File: src/rtl/scp079_if.sv
// scp079_if: colour/timer inputs and state/action outputs of the scp079 supervisor
interface scp079_if;
   logic       green;
   logic       yellow;
   logic       red;
   logic [5:0] timer;
   logic [2:0] state;
   logic       a1;
   logic       a2;
   logic       a3;
   logic       cheat_out;
   modport master (output green, yellow, red, timer, input state, a1, a2, a3, cheat_out);
   modport slave  (input green, yellow, red, timer, output state, a1, a2, a3, cheat_out);
endinterface

File: src/rtl/scp079.sv
// scp079: timer-sequenced supervisory FSM driving action strobes and an illegal-colour flag
module scp079 (
   input  logic    clock,
   input  logic    reset_n,
   scp079_if.slave bus
);
   typedef enum logic [2:0] {S0 = 3'd0, S1 = 3'd1, S2 = 3'd2, S3 = 3'd3, S4 = 3'd4, S5 = 3'd5} state_e;
   state_e     state_q, state_d, nxt;
   logic [2:0] act_q, act_d;
   logic       cheat_q, cheat_d;
   logic       legal, done, ovr, bad;
   logic [5:0] lim;
   always_comb begin
      legal = $onehot({bus.green, bus.yellow, bus.red});
      lim = state_q == S0 ? 6'd35 :
            state_q == S1 ? 6'd10 :
            state_q == S2 ? 6'd20 :
            state_q == S3 ? 6'd9  :
            state_q == S4 ? 6'd15 : 6'd11;
      done = bus.timer >= lim;
      bad = state_q[2] & state_q[1];
      ovr = bus.red & (state_q == S2 || state_q == S3 || state_q == S5);
      nxt = S0;
      case (state_q)
         S0: nxt = !done ? S0 : bus.green ? S2 : bus.yellow ? S1 : S4;
         S1: nxt = !done ? S1 : bus.green ? S2 : S4;
         S2: nxt = !done ? S2 : bus.green ? S3 : bus.yellow ? S1 : S4;
         S3: nxt = done ? S5 : S3;
         S4: nxt = done && bus.green ? S0 : S4;
         S5: nxt = done ? S0 : S5;
         default: nxt = S0;
      endcase
      // unreachable codes recover first; an illegal colour freezes everything else, override included
      state_d = bad ? S0 : !legal ? state_q : ovr ? S4 : nxt;
      act_d = {state_d == S2 || state_d == S5,
               state_d == S3 || state_d == S5,
               state_d == S4 || state_d == S5};
      cheat_d = !legal;
   end
   always_ff @(posedge clock or negedge reset_n) begin
      if (!reset_n) begin
         state_q <= S0;
         act_q   <= 3'b000;
         cheat_q <= 1'b0;
      end else begin
         state_q <= state_d;
         act_q   <= act_d;
         cheat_q <= cheat_d;
      end
   end
   assign bus.state     = state_q;
   assign bus.a1        = act_q[2];
   assign bus.a2        = act_q[1];
   assign bus.a3        = act_q[0];
   assign bus.cheat_out = cheat_q;
endmodule

File: src/flat_wrapper.sv
// flat-port wrapper written by rule: the top's interface ports become plain ports
module scp079_flat 
  (clock, reset_n, bus_green, bus_yellow, bus_red, bus_timer, bus_state, bus_a1, bus_a2, bus_a3, bus_cheat_out);
  scp079_if bus_i ();
  input  logic clock;
  input  logic reset_n;
  input wire logic [$bits(bus_i.green)-1:0] bus_green;
  input wire logic [$bits(bus_i.yellow)-1:0] bus_yellow;
  input wire logic [$bits(bus_i.red)-1:0] bus_red;
  input wire logic [$bits(bus_i.timer)-1:0] bus_timer;
  output wire logic [$bits(bus_i.state)-1:0] bus_state;
  output wire logic [$bits(bus_i.a1)-1:0] bus_a1;
  output wire logic [$bits(bus_i.a2)-1:0] bus_a2;
  output wire logic [$bits(bus_i.a3)-1:0] bus_a3;
  output wire logic [$bits(bus_i.cheat_out)-1:0] bus_cheat_out;
  assign bus_i.green = bus_green;
  assign bus_i.yellow = bus_yellow;
  assign bus_i.red = bus_red;
  assign bus_i.timer = bus_timer;
  assign bus_state = bus_i.state;
  assign bus_a1 = bus_i.a1;
  assign bus_a2 = bus_i.a2;
  assign bus_a3 = bus_i.a3;
  assign bus_cheat_out = bus_i.cheat_out;
  scp079 u_core (.clock(clock), .reset_n(reset_n), .bus(bus_i));
endmodule
File: config.mk
export PLATFORM = sky130hd
export DESIGN_NAME = scp079_flat
export DESIGN_NICKNAME = d
export VERILOG_FILES = /design/src/rtl/scp079_if.sv /design/src/rtl/scp079.sv /design/src/flat_wrapper.sv
export SDC_FILE = /design/constraint.sdc
export NUM_CORES = 1
export LEC_CHECK = 0
export CORE_AREA = 2 2 39 41
export DETAILED_ROUTE_END_ITERATION = 8
export DIE_AREA = 0 0 41 43
export PLACE_DENSITY = 0.88
export REMOVE_ABC_BUFFERS = 1
export SKIP_LAST_GASP = 1
export SYNTH_ARGS = -nofsm -noshare
export SYNTH_HDL_FRONTEND = slang
export SYNTH_SLANG_ARGS = --single-unit
File: constraint.sdc
create_clock -name clock -period 5.45 [get_ports clock]
set_input_delay 0.8175 -clock clock [delete_from_list [all_inputs] [get_ports clock]]
set_output_delay 0.8175 -clock clock [all_outputs]
set_load 0.01 [all_outputs]
==> results.md, run 1 <==
## Run status
* **result of the run** finished, final reports clean

## Floorplanning
* **height of the die** 43 um
* **placeable core region** 1380 um2
* **die width** 41 um
* **number of rows created at floorplan** 14
* **top-level port count** 18
* **area of the die** 1760 um2
* **effective utilization at floorplan** 45.1%

## Cells and area
* **Final Instance Count excl. Fillers** 104
* **fill cell instance count of the final layout** 138
* **total number of nets in the final design** 107
* **total inserted antenna cells** 0
* **relative area change from synthesis to final layout** 28.9%
* **area of combinational cells with multiple inputs** 379 um2
* **Sequential cell area** 175 um2
* **ratio of cells with drive above 1 in the final layout** 9.09%

## STA
* **worst setup margin** 2.55 ns
* **highest clock rate** 345 MHz
* **endpoints failing setup** 0
* **total negative slack for setup checks** 0 ns
* **Worst Max-Slew Pin Slew** 0.332 ns
* **final critical-path required period** 2.90 ns
* **count of final max-slew check failures** 0
* **Worst Clk Skew** 0.00166 ns
* **Max-Slew Margin vs Limit** 77.9%
* **part of the cycle the worst path needs** 53.2%
* **RSZ-0062 raised after global routing** false
* **final hold violation count** 0

## Route
* **wirelength, routed** 1.29 mm
* **vias post-DR** 553
* **via-per-instance ratio** 5.32
* **drt first-iter violations** 9
* **Avg WL per Cell** 12.4 um
* **antenna violation net count after detailed routing** 0
* **DRC errors left** 0
* **number of iterations in the first detailed-routing pass** 4

## Logic synthesis
* **Yosys warning total** 0
* **prevailing post-synth register cell** sky130_fd_sc_hd__dfrtp_1
* **Synth Instances** 71
* **number of synthesized flops with an enable pin** 0
* **share of async-settable or async-resettable flops after synthesis** 100%
* **top cells by instance count after synthesis** sky130_fd_sc_hd__inv_1 (9), sky130_fd_sc_hd__dfrtp_1 (7), sky130_fd_sc_hd__nor2_1 (7)
* **mapped cell area** 624 um2
* **leading cell type by number of instances after synthesis** sky130_fd_sc_hd__inv_1
* **#FFs+latches synth** 7
* **most area-consuming cells after synthesis** sky130_fd_sc_hd__dfrtp_1 (28%), sky130_fd_sc_hd__ha_1 (12%), sky130_fd_sc_hd__inv_1 (5.4%)
* **share of synthesized area occupied by flip-flops and latches** 28.1%
* **count of unique library cells instantiated by Yosys** 29
* **most area-hungry cell type in the Yosys netlist** sky130_fd_sc_hd__dfrtp_1
* **Yosys top cell area share** 28.1%
* **Avg Inst Size Synth** 8.79 um2

## Power and ir drop
* **power per standard cell area** 464 nW/um2
* **switching part of the total** 42.7%
* **leakage** 0.000389 uW
* **net switching power of the design** 159 uW
* **fraction of power consumed by combinational cells** 62.3%
* **Sequential Power Share** 25.3%
* **clock share of power** 12.4%
* **internal power** 214 uW
* **worst vdd rail ir drop** 209 uV

## Critical path
* **buffers and inverters on the worst path** 2
* **cell family contributing the most delay on the critical path** buffers and inverters
* **critical path data required time** 5.62 ns
* **cells along the critical path** clkdlybuf4s50_1 > inv_1 > fa_1 > nand2b_1 > o2bb2a_1 > o21ai_1 > mux2i_1 > nand2_1 > mux2i_1
* **top fanout value on the critical path** 7
* **largest incremental delay on the critical path** 0.58 ns
* **data arrival time at the worst-slack endpoint** 3.07 ns
* **kind of start point of the critical path** primary input
* **Most Frequent Cell on Critical Path** sky130_fd_sc_hd__mux2i_1
* **CP Launch Point** bus_green
* **Slowest cell on crit path** sky130_fd_sc_hd__clkdlybuf4s50_1
* **element type at the critical path end** flop
* **Reg-to-Reg Start** u_core.bus.state[1]
* **kind of critical path** primary input to flop

## Global route
* **wire length of the first global-routing pass** 2.05 mm
* **residual overflow from global routing** 0
* **Tot GR Track Use** 17.4%
* **antenna violations before repair** 0
* **pin count of the biggest net entering global routing** 12
* **via count of the first global-routing pass** 528

## Clock network
* **maximum buffer depth of the clock tree** 2
* **CTS clk-pin slew, worst paths** 0.05 ns
* **CTS tree** done
* **Post-CTS Resized** 0
* **quantity of hold-fixing buffers added after cts** 0
* **latest clock arrival within the worst-skew pair** 0.25 ns
* **master cell of the clock root buffer** sky130_fd_sc_hd__clkbuf_4
* **Num CTS Buffers** 3
* **Post-CTS Setup Inserts** 0
* **clock tree sinks** 7
* **deepest level of the CTS H-tree** 1

## Placement
* **minimum setup slack after placement** 2.27 ns
* **placed cell count** 100
* **placer's final routability congestion estimate** 0.753
* **detailed-placement wirelength estimate** 1.01 mm
* **number of buffer cells added on primary ports** 17

## Worst hold path
* **start point of the worst hold path** u_core.bus.state[2]
* **path type of the worst min-delay path** flop to flop

## Flow run
* **max-cap violations** 0

tightest hold or removal path, stage by stage (launching register included):
cell and delay [ns]:
sky130_fd_sc_hd__dfrtp_1 0.50, sky130_fd_sc_hd__a31o_1 0.19, sky130_fd_sc_hd__inv_1 0.05
cells in the final DEF, fill, tap and decap left out:
cell type / Yosys / layout
sky130_fd_sc_hd__clkdlybuf4s50_1: 0 / 17
sky130_fd_sc_hd__inv_1: 9 / 9
sky130_fd_sc_hd__nor2_1: 7 / 7
sky130_fd_sc_hd__dfrtp_1: 7 / 7
sky130_fd_sc_hd__nand2_1: 6 / 6
sky130_fd_sc_hd__a21oi_1: 6 / 6
sky130_fd_sc_hd__ha_1: 6 / 6
sky130_fd_sc_hd__nand2b_1: 4 / 4
sky130_fd_sc_hd__clkbuf_4: 1 / 3
sky130_fd_sc_hd__o21bai_1: 2 / 2
sky130_fd_sc_hd__nand3_1: 2 / 2
sky130_fd_sc_hd__mux2i_1: 2 / 2
sky130_fd_sc_hd__nor2b_1: 1 / 1
sky130_fd_sc_hd__or3_1: 1 / 1
sky130_fd_sc_hd__nand2b_4: 1 / 1
sky130_fd_sc_hd__a21oi_2: 1 / 1
sky130_fd_sc_hd__nand4_1: 1 / 1
sky130_fd_sc_hd__o221ai_2: 1 / 1
sky130_fd_sc_hd__a211o_1: 1 / 1
sky130_fd_sc_hd__a31o_1: 1 / 1
sky130_fd_sc_hd__o2bb2a_1: 1 / 1
sky130_fd_sc_hd__o21ai_1: 1 / 1
sky130_fd_sc_hd__a311oi_1: 1 / 1
sky130_fd_sc_hd__o21ai_0: 1 / 1
sky130_fd_sc_hd__mux2_2: 1 / 1
sky130_fd_sc_hd__o22ai_2: 1 / 1
sky130_fd_sc_hd__xor2_1: 1 / 1
sky130_fd_sc_hd__fa_1: 1 / 1
sky130_fd_sc_hd__clkbuf_1: 0 / 1
kinds of logic (layout without fill, tap and decap cells):
| group | count (synthesis) | in the layout | share of synthesized area (%) |
|---|---|---|---|
| and+or+nand+nor | 23 | 23 | 18.6 |
| AOI/OAI and AO/OA | 17 | 17 | 20.4 |
| buffers and inverters | 13 | 30 | 11.2 |
| adders and majority gates | 7 | 7 | 15.2 |
| DFF | 7 | 7 | 28.1 |
| muxes | 3 | 3 | 5.01 |
| xor gates and xnor gates | 1 | 1 | 1.40 |
metrics by stage:
step / power [uW] / utilization, % / hold WS [ns] / instance area (um2)
global route: 411 / 58.1 / 0.825 / 805
detailed placement: 330 / 56.2 / 0.763 / 778
global placement: 322 / 56.2 / 0.776 / 778
finish: 373 / 58.1 / 0.782 / 805
floorplan: 252 / - / 0.522 / 588
CTS: 379 / 58.1 / 0.772 / 805
power groups by stage:
stage	logic, uW	registers, uW	clock network [uW]
global route	260	97.0	54.6
finish	232	94.5	46.1
floorplan	156	96.6	0
CTS	237	94.0	48.4
global placement	227	95.0	0
detailed placement	236	94.7	0
final timing paths:
check                                             to  slack, ns  cells after the start
worst max-delay path                 u_core.act_q[2]       2.55                      9
worst min-delay path             u_core.bus.state[1]       0.78                      2
worst max register to register       u_core.act_q[1]       2.87                      8
worst min register to register   u_core.bus.state[1]       0.78                      2
max in group asynchronous            u_core.act_q[0]       4.40                      1
min in group asynchronous       u_core.bus.cheat_out       0.82                      1
registers in the layout, summed over array words and instances, names as in the netlist:
register,flops
u_core.bus.state,3
u_core.act_q,3
u_core.bus.cheat_out,1
layout make-up:
cell class / instances / share of cell area (%)
multi-input combinational: 51 / 47.1
sequential: 7 / 21.8
timing repair buffer: 17 / 21.2
inverter: 9 / 4.20
clock buffer: 4 / 3.27
tap: 16 / 2.49
per-layer routing:
| metal | part of all wire [%] | vias up | global-route usage [%] |
|---|---|---|---|
| met1 | 41 | 256 | 19.2 |
| met3 | 6.7 | 2 | 3.14 |
| met5 | 0 | - | 0 |
| met4 | 1.3 | 0 | 8.00 |
| met2 | 51 | 18 | 30.0 |
| li1 | - | 277 | - |
No activity file was read; power rests on OpenSTA's default activity.
==> inputs of run 2 (changes only) <==
- CORE_AREA: 2 2 39 41 -> 2 2 41 43
- DIE_AREA: 0 0 41 43 -> 0 0 43 45
- PLACE_DENSITY: 0.88 -> 0.81
- clock period: 5.45 -> 2.9 ns (I/O delays scaled with it)
==> results.md, run 2 (same netlist as run 1, synthesis figures left out) <==
## Flow run
* **max-cap violations** 0

## Cells and area
* **relative area change from synthesis to final layout** 28.9%
* **share of the core filled with cells in the final layout** 54.7%
* **ratio of cells with drive above 1 in the final layout** 9.09%
* **total inserted antenna cells** 0
* **top library cells by usage in the layout, fill and taps aside** sky130_fd_sc_hd__clkdlybuf4s50_1 (17), sky130_fd_sc_hd__inv_1 (9), sky130_fd_sc_hd__nor2_1 (7), sky130_fd_sc_hd__dfrtp_1 (7)
* **total number of nets in the final design** 107
* **most common cell after layout, fill and taps aside** sky130_fd_sc_hd__clkdlybuf4s50_1

## STA
* **total negative slack for setup checks** 0 ns
* **count of final max-slew check failures** 0
* **final critical-path required period** 2.56 ns
* **Worst Max-Slew Pin Slew** 0.340 ns
* **part of the cycle the worst path needs** 88.1%
* **Worst Clk Skew** 0.00367 ns
* **RSZ-0062 raised after global routing** false
* **hold_ws** 0.441 ns
* **Max-Slew Margin vs Limit** 77.3%
* **highest clock rate** 391 MHz
* **endpoints failing setup** 0
* **final hold violation count** 0

## Critical path
* **FF-to-FF setup slack** 0.34 ns
* **kind of start point of the critical path** flop
* **R2R Path End** u_core.act_q[2]
* **top fanout value on the critical path** 11
* **Reg-to-Reg Start** u_core.bus.state[1]
* **data arrival time at the worst-slack endpoint** 2.68 ns
* **kind of critical path** flop to flop
* **CP Launch Point** u_core.bus.state[1]
* **cells on worst reg2reg path** 8
* **critical path data required time** 3.03 ns
* **element type at the critical path end** flop
* **Worst Setup EP** u_core.act_q[2]

## Clock network
* **quantity of hold-fixing buffers added after cts** 0
* **master cell of the clock root buffer** sky130_fd_sc_hd__clkbuf_4
* **CTS tree** done
* **Num CTS Buffers** 3
* **clock tree sinks** 7
* **CTS clk-pin slew, worst paths** 0.05 ns
* **Post-CTS Resized** 0
* **latest clock arrival within the worst-skew pair** 0.25 ns
* **maximum buffer depth of the clock tree** 2
* **Post-CTS Setup Inserts** 0
* **deepest level of the CTS H-tree** 1

## Placement
* **placer's final routability congestion estimate** 0.845
* **number of buffer cells added on primary ports** 17
* **detailed-placement wirelength estimate** 1.01 mm

## Floorplanning
* **top-level port count** 18
* **height of the die** 45 um
* **effective utilization at floorplan** 42.4%
* **number of rows created at floorplan** 14
* **area of the die** 1940 um2
* **placeable core region** 1470 um2
* **die width** 43 um

## Route
* **Avg WL per Cell** 12.3 um
* **via-per-instance ratio** 5.36
* **DRC errors left** 0
* **number of iterations in the first detailed-routing pass** 4
* **antenna violation net count after detailed routing** 0
* **drt first-iter violations** 14
* **vias post-DR** 557
* **wirelength, routed** 1.28 mm

## Power and ir drop
* **worst vdd rail ir drop** 457 uV
* **leakage** 0.000389 uW
* **power per standard cell area** 872 nW/um2

## Global route
* **Tot GR Track Use** 15.6%
* **via count of the first global-routing pass** 589
* **wire length of the first global-routing pass** 2.26 mm
* **residual overflow from global routing** 0
* **antenna violations before repair** 0
* **pin count of the biggest net entering global routing** 12

## Worst hold path
* **path type of the worst min-delay path** primary input to async pin

## Run status
* **result of the run** finished, final reports clean

## run 2: critical path, cell delays in order (launching register included)
cell	delay [ns]
sky130_fd_sc_hd__dfrtp_1	0.53
sky130_fd_sc_hd__inv_1	0.14
sky130_fd_sc_hd__or3_1	0.38
sky130_fd_sc_hd__ha_1	0.30
sky130_fd_sc_hd__nand4_1	0.11
sky130_fd_sc_hd__o221ai_2	0.31
sky130_fd_sc_hd__mux2_2	0.39
sky130_fd_sc_hd__o22ai_2	0.17
sky130_fd_sc_hd__mux2i_1	0.11
## run 2: cell type report
cell class | count | area (um2)
inverters | 9 | 33.8
repair buffers | 17 | 170
well taps | 16 | 20.0
clock buffers | 4 | 26.3
flip-flops and latches | 7 | 175
fillers | 147 | 667
multi-input cells | 51 | 379
## run 2: through the flow
stage | power (uW) | cell area (um2) | instances | worst slack (ns)
5_1_grt | 773 | 805 | 104 | 0.161
3_5_place_dp | 618 | 778 | 100 | 0.130
2_1_floorplan | 474 | 588 | 67 | 0.577
3_3_place_gp | 606 | 778 | 100 | 0.209
4_1_cts | 712 | 805 | 104 | 0.332
6_report | 702 | 805 | 104 | 0.345
## run 2: power by group
part | leakage [uW] | switching (uW) | internal (uW)
Clock | 0.0000150 | 35.6 | 52.5
Sequential | 0.0000897 | 48.9 | 128
Combinational | 0.000284 | 215 | 222
Total | 0.000389 | 299 | 402
## run 2: per-layer routing
metal | wire length [um] | global-route usage [%]
met5 | 0 | 0
met3 | 84 | 2.40
met1 | 536 | 16.8
met2 | 642 | 28.8
met4 | 18 | 9.70
## run 2: worst min-delay path by stage
stage / startpoint / endpoint / slack (ns) / cells past startpoint
global route: reset_n / u_core.act_q[1] / 0.47 / 1
finish: reset_n / u_core.act_q[1] / 0.44 / 1
global placement: reset_n / u_core.act_q[0] / 0.71 / 1
floorplan: reset_n / u_core.act_q[0] / 0.14 / 0
detailed placement: reset_n / u_core.act_q[0] / 0.72 / 1
CTS: reset_n / u_core.act_q[1] / 0.45 / 1
==> inputs of run 3 (changes only) <==
- CTS_BUF_LIST: unset -> sky130_fd_sc_hd__clkbuf_16
==> results.md, run 3 (same netlist as run 1, synthesis figures left out) <==
## Global route
* **Tot GR Track Use** 15.8%
* **met2 routing resource usage after global routing** 29.7%
* **wire length of the first global-routing pass** 2.31 mm
* **global-route layer with the greatest usage** met2
* **residual overflow from global routing** 0
* **global-route met1 utilization** 16.7%
* **antenna violations before repair** 0
* **global routing met3 resource utilization** 2.40%
* **via count of the first global-routing pass** 598
* **pin count of the biggest net entering global routing** 12

## Placement
* **area post-placement** 778 um2
* **detailed-placement wirelength estimate** 1.01 mm
* **placer's final routability congestion estimate** 0.845
* **number of buffer cells added on primary ports** 17

## Route
* **drt first-iter violations** 11
* **vias post-DR** 571
* **number of iterations in the first detailed-routing pass** 4
* **Avg WL per Cell** 12.6 um
* **DRC errors left** 0
* **antenna violation net count after detailed routing** 0
* **wirelength, routed** 1.31 mm
* **via-per-instance ratio** 5.49

## Floorplanning
* **top-level port count** 18
* **effective utilization at floorplan** 42.4%
* **die width** 43 um
* **area of the die** 1940 um2
* **placeable core region** 1470 um2
* **height of the die** 45 um
* **number of rows created at floorplan** 14

## Critical path
* **cells along the critical path** inv_1 > or3_1 > ha_1 > nand4_1 > o221ai_2 > mux2_2 > o22ai_2 > mux2i_1
* **largest incremental delay on the critical path** 0.52 ns
* **top fanout value on the critical path** 11
* **element type at the critical path end** flop
* **data arrival time at the worst-slack endpoint** 2.66 ns
* **critical path data required time** 3.00 ns
* **kind of critical path** flop to flop
* **kind of start point of the critical path** flop
* **Slowest cell on crit path** sky130_fd_sc_hd__dfrtp_1

## Cells and area
* **total number of nets in the final design** 107
* **relative area change from synthesis to final layout** 37.3%
* **ratio of cells with drive above 1 in the final layout** 9.09%
* **most common cell after layout, fill and taps aside** sky130_fd_sc_hd__clkdlybuf4s50_1
* **total inserted antenna cells** 0
* **top library cells by usage in the layout, fill and taps aside** sky130_fd_sc_hd__clkdlybuf4s50_1 (17), sky130_fd_sc_hd__inv_1 (10), sky130_fd_sc_hd__nor2_1 (7), sky130_fd_sc_hd__dfrtp_1 (7)
* **Final Instance Area** 857 um2

## Clock network
* **master cell of the clock root buffer** sky130_fd_sc_hd__clkbuf_16
* **CTS clk-pin slew, worst paths** 0.03 ns
* **deepest level of the CTS H-tree** 1
* **Post-CTS Resized** 0
* **Num CTS Buffers** 3
* **Post-CTS Setup Inserts** 0
* **latest clock arrival within the worst-skew pair** 0.23 ns
* **quantity of hold-fixing buffers added after cts** 0
* **CTS tree** done
* **maximum buffer depth of the clock tree** 2
* **clock tree sinks** 7

## STA
* **final hold violation count** 0
* **total negative slack for setup checks** 0 ns
* **RSZ-0062 raised after global routing** false
* **part of the cycle the worst path needs** 88.2%
* **count of final max-slew check failures** 0
* **endpoints failing setup** 0
* **Worst Max-Slew Pin Slew** 0.341 ns
* **Max-Slew Margin vs Limit** 77.2%
* **Worst Clk Skew** 0.000605 ns
* **final critical-path required period** 2.56 ns
* **highest clock rate** 391 MHz

## Worst hold path
* **path type of the worst min-delay path** primary input to async pin

## Power and ir drop
* **power per standard cell area** 984 nW/um2
* **worst vdd rail ir drop** 645 uV
* **leakage** 0.000416 uW

## Run status
* **result of the run** finished, final reports clean

## Flow run
* **max-cap violations** 0

==> run 3: changes by cell type in the layout (fill, tap and decap cells not counted) <==
cell,before,now
sky130_fd_sc_hd__clkbuf_1,1,0
sky130_fd_sc_hd__inv_1,9,10
sky130_fd_sc_hd__clkbuf_16,0,3
sky130_fd_sc_hd__clkbuf_4,3,0
==> run 3: area by class of cell <==
type	instances	area, um2
clock buffers	3	75.1
repair buffers	17	170
multi-input cells	51	379
flip-flops and latches	7	175
well taps	16	20.0
fillers	141	614
inverters	9	33.8
clock inverters	1	3.75
==> run 3: worst paths after layout <==
kind                                      from             endpoint  slack, ns  cells past startpoint
max reg2reg                u_core.bus.state[1]      u_core.act_q[2]       0.34                      8
max                        u_core.bus.state[1]      u_core.act_q[2]       0.34                      8
max in group asynchronous              reset_n  u_core.bus.state[0]       2.20                      1
min in group clock         u_core.bus.state[2]  u_core.bus.state[1]       0.78                      2
min                                    reset_n      u_core.act_q[1]       0.46                      1
min reg2reg                u_core.bus.state[2]  u_core.bus.state[1]       0.78                      2
==> run 3: report_power, final <==
part / leakage (uW) / internal (uW) / switching, uW / total (uW)
clock network: 0.0000423 / 179 / 49.7 / 229
logic: 0.000284 / 222 / 215 / 437
registers: 0.0000897 / 128 / 48.7 / 177
==> run 3: routing by layer <==
metal  part of all wire [%]  vias to the layer above  routed length (um)
li1                       -                      278                   -
met1                     42                      261                 545
met2                     50                       28                 649
met3                    6.6                        4                  86
met4                    1.8                        0                  24
met5                      0                        -                   0
==> run 3: through the flow <==
step / std cells / hold WS, ns / total power [uW] / setup WS [ns] / utilization (%)
2_1_floorplan: 67 / 0.139 / 474 / 0.577 / -
4_1_cts: 104 / 0.475 / 854 / 0.324 / 58.2
5_1_grt: 104 / 0.504 / 919 / 0.137 / 58.2
6_report: 104 / 0.465 / 843 / 0.342 / 58.2
3_3_place_gp: 100 / 0.713 / 606 / 0.209 / 52.9
3_5_place_dp: 100 / 0.721 / 618 / 0.130 / 52.9
==> run 3: worst max-delay path, delay by kind of cell (launching register included) <==
kind / cells / cell delay [ns]
AO/OA/AOI/OAI: 2 / 0.49
buffers and inverters: 1 / 0.14
multiplexers: 2 / 0.49
adder cells (fa/ha/maj): 1 / 0.30
AND/OR/NAND/NOR: 2 / 0.49
flip-flops: 1 / 0.52
